$ cat src/rtl/mux_n_1_scan.sv
// N-channel registered multiplexer with manual select or round-robin scan.
// Reports channel changes and out-of-range manual selects as one-cycle pulses.
module mux_n_1_scan #(
    parameter int DATA_W = 8,
    parameter int CH_NUM = 4,
    parameter int SEL_W  = 2,
    parameter int DWELL  = 10
) (
    input  logic                       sys_clk,
    input  logic                       sys_rst,
    input  logic [CH_NUM*DATA_W-1:0]   in_data,
    input  logic [SEL_W-1:0]           sel,
    input  logic                       mode,
    input  logic                       en,
    output logic [DATA_W-1:0]          out,
    output logic [SEL_W-1:0]           out_ch,
    output logic                       out_vld,
    output logic                       ch_switch,
    output logic                       sel_err
);

    localparam int               CH_SPAN    = 1 << SEL_W;
    localparam logic [SEL_W:0]   CH_LIMIT   = (SEL_W+1)'(CH_NUM);
    localparam logic [SEL_W-1:0] CH_LAST    = SEL_W'(CH_NUM - 1);
    localparam logic [15:0]      DWELL_LAST = 16'(DWELL - 1);

    typedef enum logic [1:0] {IDLE, MANUAL, SCAN} state_t;

    state_t              state_reg, state_next;
    logic [15:0]         cnt_reg, cnt_next;
    logic [SEL_W-1:0]    ch_reg, ch_next;
    logic [DATA_W-1:0]   out_reg, out_next;
    logic                vld_reg, vld_next;
    logic                sw_reg, sw_next;
    logic                err_reg, err_next;

    // Unpacked view of the inputs, padded to the full select range so any
    // index value is in bounds; pad entries are never selected.
    logic [DATA_W-1:0]   ch_data [CH_SPAN];

    generate
        for (genvar gi = 0; gi < CH_SPAN; gi++) begin : g_unpack
            if (gi < CH_NUM) begin : g_live
                assign ch_data[gi] = in_data[gi*DATA_W +: DATA_W];
            end else begin : g_pad
                assign ch_data[gi] = '0;
            end
        end
    endgenerate

    always_comb begin
        if (!en)
            state_next = IDLE;
        else if (!mode)
            state_next = MANUAL;
        else
            state_next = SCAN;

        cnt_next = '0;
        ch_next  = ch_reg;
        out_next = out_reg;
        vld_next = 1'b0;
        sw_next  = 1'b0;
        err_next = 1'b0;

        case (state_next)
            MANUAL: begin
                vld_next = 1'b1;
                if ({1'b0, sel} < CH_LIMIT)
                    ch_next = sel;
                else
                    err_next = 1'b1;
                out_next = ch_data[ch_next];
                sw_next  = (ch_next != ch_reg);
            end
            SCAN: begin
                vld_next = 1'b1;
                // Entry cycle keeps the current channel with a fresh count.
                if (state_reg == SCAN) begin
                    if (cnt_reg == DWELL_LAST)
                        ch_next = (ch_reg == CH_LAST) ? '0 : ch_reg + 1'b1;
                    else
                        cnt_next = cnt_reg + 16'd1;
                end
                out_next = ch_data[ch_next];
                sw_next  = (ch_next != ch_reg);
            end
            default: ;
        endcase
    end

    always_ff @(posedge sys_clk) begin
        if (sys_rst) begin
            state_reg <= IDLE;
            cnt_reg   <= '0;
            ch_reg    <= '0;
            out_reg   <= '0;
            vld_reg   <= 1'b0;
            sw_reg    <= 1'b0;
            err_reg   <= 1'b0;
        end else begin
            state_reg <= state_next;
            cnt_reg   <= cnt_next;
            ch_reg    <= ch_next;
            out_reg   <= out_next;
            vld_reg   <= vld_next;
            sw_reg    <= sw_next;
            err_reg   <= err_next;
        end
    end

    assign out       = out_reg;
    assign out_ch    = ch_reg;
    assign out_vld   = vld_reg;
    assign ch_switch = sw_reg;
    assign sel_err   = err_reg;

endmodule

$ cat config.mk
export PLATFORM = sky130hd
export DESIGN_NAME = mux_n_1_scan
export DESIGN_NICKNAME = d
export VERILOG_FILES = /design/src/rtl/mux_n_1_scan.sv
export SDC_FILE = /design/constraint.sdc
export NUM_CORES = 1
export LEC_CHECK = 0
export ABC_AREA = 1
export CORE_UTILIZATION = 40
export DETAILED_ROUTE_END_ITERATION = 6
export GPL_TIMING_DRIVEN = 1
export MAX_ROUTING_LAYER = met4
export PLACE_DENSITY_LB_ADDON = 0.2
export SLEW_MARGIN = 25
export SYNTH_ARGS = -nofsm -noshare
export SYNTH_HDL_FRONTEND = slang
export SYNTH_SLANG_ARGS = --single-unit
$ cat constraint.sdc
create_clock -name sys_clk -period 1.8 [get_ports sys_clk]
set_clock_uncertainty 0.1 [all_clocks]
set_input_delay 0.36 -clock sys_clk [delete_from_list [all_inputs] [get_ports sys_clk]]
set_output_delay 0.36 -clock sys_clk [all_outputs]
set_load 0.02 [all_outputs]
After elaboration in Yosys (flattened, before gate mapping)
Cells that the tools add are included.
Operators by class
  equality and inequality tests: 7
  bitwise operators: 4
  reduce and logical (&&, ||, !) cells: 3
  magnitude comparators: 2
  multiplexer cells: 17
  add/sub/neg operators: 2
Operators by type and width (count)
  $bmux 8 s2: 2
  $mux 8: 4
  $add 16x1->16 const B: 1
  $eq 16x4->1 const B: 1
  $pmux 8 s2: 1
  $mux 2: 7
  $eq 2x2->1 const B: 3
  $ge 3x3->1 const B: 2
  $not 2->3: 2
  $ne 2x2->1: 2
  $pmux 2 s2: 1
  $reduce_or 4->1: 1
  $add 2x1->2 const B: 1
  $eq 2x1->1 const B: 1
  $not 1->1: 2
  $pmux 1 s2: 1
  $reduce_bool 2->1: 1
  $reduce_or 2->1: 1
  $mux 1: 1
Storage, ports and cells
  register bits after elaboration: 30
  word-level logic and storage cells: 41
  output and inout port bits: 13
  input port bits: 38

Logic depth before layout (Yosys ltp)
  depth in word-level cells: 10
  mapped depth: 15
  mapped depth without buffers: 15

Least setup slack after synthesis
No wires, ideal clock.
  kind: register -> register
  start: register cnt_reg[0]
  end: register sw_reg (netlist: ch_switch)
  data arrival time: 1.471 ns
  slack: 0.117 ns
  path buffers: 0
  clock period less this slack: 1.683 ns
  stages on the path, launching flop included: 13
  library setup time: 0.112 ns
  path through: dfxtp_1 ha_1 inv_1 nor2_1 nand2_1 nor2_1 nand3_2 o21ai_4 nand2_2 nand3_1 nand2_1 nor2_1 nor2_1
On the way
  longest elaborated chain between the ends: 6
RTL lines
  start, declared: line 30  | logic [15:0] cnt_reg, cnt_next;
  start signal, assigned: line 103  | cnt_reg <= cnt_next;
  $eq 16x4->1: line 80  | if (cnt_reg == DWELL_LAST)
  $mux 2: line 80
  $mux 2: line 79  | if (state_reg == SCAN) begin
  $mux 2: line 66  | case (state_next)
  $ne 2x2->1: line 86  | sw_next = (ch_next != ch_reg);
  $pmux 1 s2: line 66
  end signal, assigned: line 107  | sw_reg <= sw_next;
  end, declared: line 34  | logic sw_reg, sw_next;
No other way between the ends. The select of a mux whose other input is x is not followed.
A chain may end at the register's enable or synchronous reset.

Worst setup path in the final report
  start: register cnt_reg[1]
  end: register out_reg[4] (netlist: out[4])
On the way
  longest elaborated chain between the ends: 9
RTL lines
  $eq 16x4->1: line 80
  $mux 2: line 80
  $mux 2: line 79
  $mux 2: line 66
  $not 2->3 (implied by the code): line 85  | out_next = ch_data[ch_next];
  $bmux 8 s2: line 85
  $mux 8 (implied by the code) (2 in series): line 85
  $pmux 8 s2: line 66
  end signal, assigned: line 105  | out_reg <= out_next;
  end, declared: line 32  | logic [DATA_W-1:0] out_reg, out_next;
No other way between the ends. The select of a mux whose other input is x is not followed.

==> flow_summary.json <==
{
  "status": "finished with violations",
  "violations": "negative setup slack",
  "final_antenna_net_count": 0,
  "clkTransAtPathRegs_ns": 0.07,
  "clk_path_buf_depth": 2,
  "fillers": 468,
  "hpwl_um": 4280,
  "ir_worst_vdd_mv": 0.279,
  "synth_ff_type": "dfxtp_1",
  "diodes": 0,
  "p_per_area_nw_per_um2": 553,
  "ys_types": 41,
  "tritoncts": "done",
  "r2r_slack_ns": -0.1,
  "drv_slew": 0,
  "layout_commonest_cell": "clkdlybuf4s50_1",
  "worst_slew_pin_slew_ns": 0.673,
  "async_flop_share_pct": 0,
  "via_count": 2335,
  "cts-root-buf": "clkbuf_8",
  "first_global_vias": 2154,
  "synth-seq-area-share_pct": 28.5,
  "drive_gt1_share_pct": 25.8,
  "largest_register_ffs": 16,
  "hold_viol": 0,
  "cts_buffers": 5,
  "layout_setup_ws_ns": -0.0958,
  "die-area_um2": 5560,
  "row_count": 26,
  "nNetsFinal": 436,
  "yosysWarnings": 0,
  "dr.pass1.iters": 4,
  "core_um2": 5070,
  "place_congestion": 0.852,
  "initial_utilization_pct": 41.5,
  "crit_type": "reg -> reg",
  "grt-ovfl-total": 0,
  "cp-start-kind": "register",
  "hold_path.class": "reg -> reg",
  "drc_errors": 0,
  "min_period_ns": 1.90,
  "setup_viol": 6,
  "crit_path_max_fanout": 6,
  "pre_cts_ws_ns": -0.227,
  "total_power_mw": 1.75,
  "crit_slowest_cell": "dfxtp_2",
  "htreeDepth": 2,
  "port_buffers": 49,
  "drt-initial-drc-count": 209,
  "grt_pass1_wl_um": 9410,
  "clk_latency_ns": 0.29,
  "pin_count": 51,
  "synth_area_per_cell_um2": 6.66,
  "cts_hold_buffers": 0,
  "max_freq_ghz": 0.527,
  "synth_area_um2": 2100,
  "tns_ns": -0.294,
  "rsz0062_at_grt": "true",
  "p_leak_nw": 1.33,
  "endpoint_kind": "register",
  "cts.sinks": 30,
  "synth_seq_cells": 30,
  "grt.total_usage_pct": 22.7,
  "drv_cap": 0,
  "die_x_um": 74.5,
  "syn_nets": 357,
  "worstPathRequired_ns": 1.93,
  "die_h_um": 74.5,
  "wirelength_um": 6060,
  "wl_per_cell_um": 13.0,
  "areaGrowthSynthToFinish_pct": 50.7,
  "path_cells": "inv_2, ha_4, inv_4, nor2_4, nand2_4, nor2_8, nand3_4, nand2_4, nand2_8, buf_6, nand2_1, nand3_1, nand2_2, nand2_2, a21oi_2",
  "slew_headroom_pct": 55.0,
  "cp_top_family": "simple AND/OR/NAND/NOR gates",
  "timing.final.crit_share_pct": 105,
  "critPathMaxStageDelay_ns": 0.32,
  "antenna_found_initial": 0,
  "grt_max_degree": 20,
  "synth_cells": 316,
  "synth-edff-count": 0,
  "layout_common_cells": "47 x clkdlybuf4s50_1, 45 x nand2_1, 41 x inv_1, 31 x nor2_1, 30 x nand3_1",
  "vias_per_cell": 5.01,
  "arrival_ns": 2.03,
  "path_buf_inv": 3
}
-- area by class of cell --
type                    count  area, µm²  area share [%]
flip-flops and latches     30        604            19.1
multi-input cells         230       1430            45.1
well taps                  70       87.6            2.76
inverters                  46        175            5.52
clock inverters             2       12.5           0.395
repair buffers             82        779            24.6
clock buffers               6       82.6            2.60
-- power breakdown --
| group | total, mW | internal, mW | leakage (nW) | switching [mW] |
|---|---|---|---|---|
| registers | 0.699 | 0.686 | 0.246 | 0.0127 |
| logic | 0.464 | 0.231 | 1.04 | 0.233 |
| clock network | 0.591 | 0.307 | 0.0472 | 0.283 |
-- through the flow --
step / area, µm² / hold WS, ns / utilization, % / instances
floorplan: 2100 / 0.333 / - / 316
global placement: 2860 / 0.392 / 56.3 / 454
detailed placement: 2860 / 0.394 / 56.3 / 454
CTS: 2960 / 0.406 / 58.3 / 462
global route: 3170 / 0.440 / 62.5 / 466
finish: 3170 / 0.400 / 62.5 / 466
-- metal layers --
layer | up-vias | wire length, µm | track usage (%)
li1 | 1190 | - | -
met1 | 1066 | 2780 | 30.2
met2 | 71 | 2910 | 35.1
met3 | 8 | 287 | 4.07
met4 | 0 | 76 | 6.71
met5 | - | 0 | -
-- what timing repair did --
item                                    4_1_cts  5_1_grt
buffers inserted                              0        4
endpoints found under the setup margin        5       14
endpoints found under the hold margin         0        0
resized for setup                             4       51
pin swaps                                     0       28
cloned                                        0        0
-- cell families after synthesis --
family	after synthesis	synth area share (%)
AND/OR/NAND/NOR	169	40.3
buffers and inverters	56	10.9
AO/OA/AOI/OAI	51	15.8
flip-flops	30	28.5
XOR/XNOR	6	2.50
adder cells (fa/ha/maj)	3	1.78
other	1	0.178
-- cells in the mapped netlist, drive strengths merged, types with 2 or more instances --
master   n  share of area [%]
a22oi    2               0.71
o22ai    3               0.89
a21oi   16                4.5
nor3b    5                2.0
buf      6                2.0
a32o     5                2.4
ha       3                1.8
nand2   68                 13
nor3     7                1.9
nor2    45                 11
dfxtp   30                 29
nand4    3                1.2
xor2     6                2.5
clkbuf   4               0.71
o21bai   2               0.71
nand3   37                9.6
o21ai   19                5.2
o211ai   3                1.1
nor4     2               0.59
inv     45                8.0
-- worst register-to-register path: cells and delay by family, from the launching register on --
kind                       cells  cell delay (ns)
DFF                            1             0.32
buffers and inverters          3             0.25
and+or+nand+nor               10             0.91
adders and majority gates      1             0.14
AOI/OAI and AO/OA              1             0.11
-- path summary, 6_finish.rpt --
path | startpoint | to | depth (start not counted)
min reg2reg | out[3] | out[3] | 2
min | out[3] | out[3] | 2
max | cnt_reg[1] | out[4] | 15
max reg2reg | cnt_reg[1] | out[4] | 15
Power figures use the tool's default switching activity.
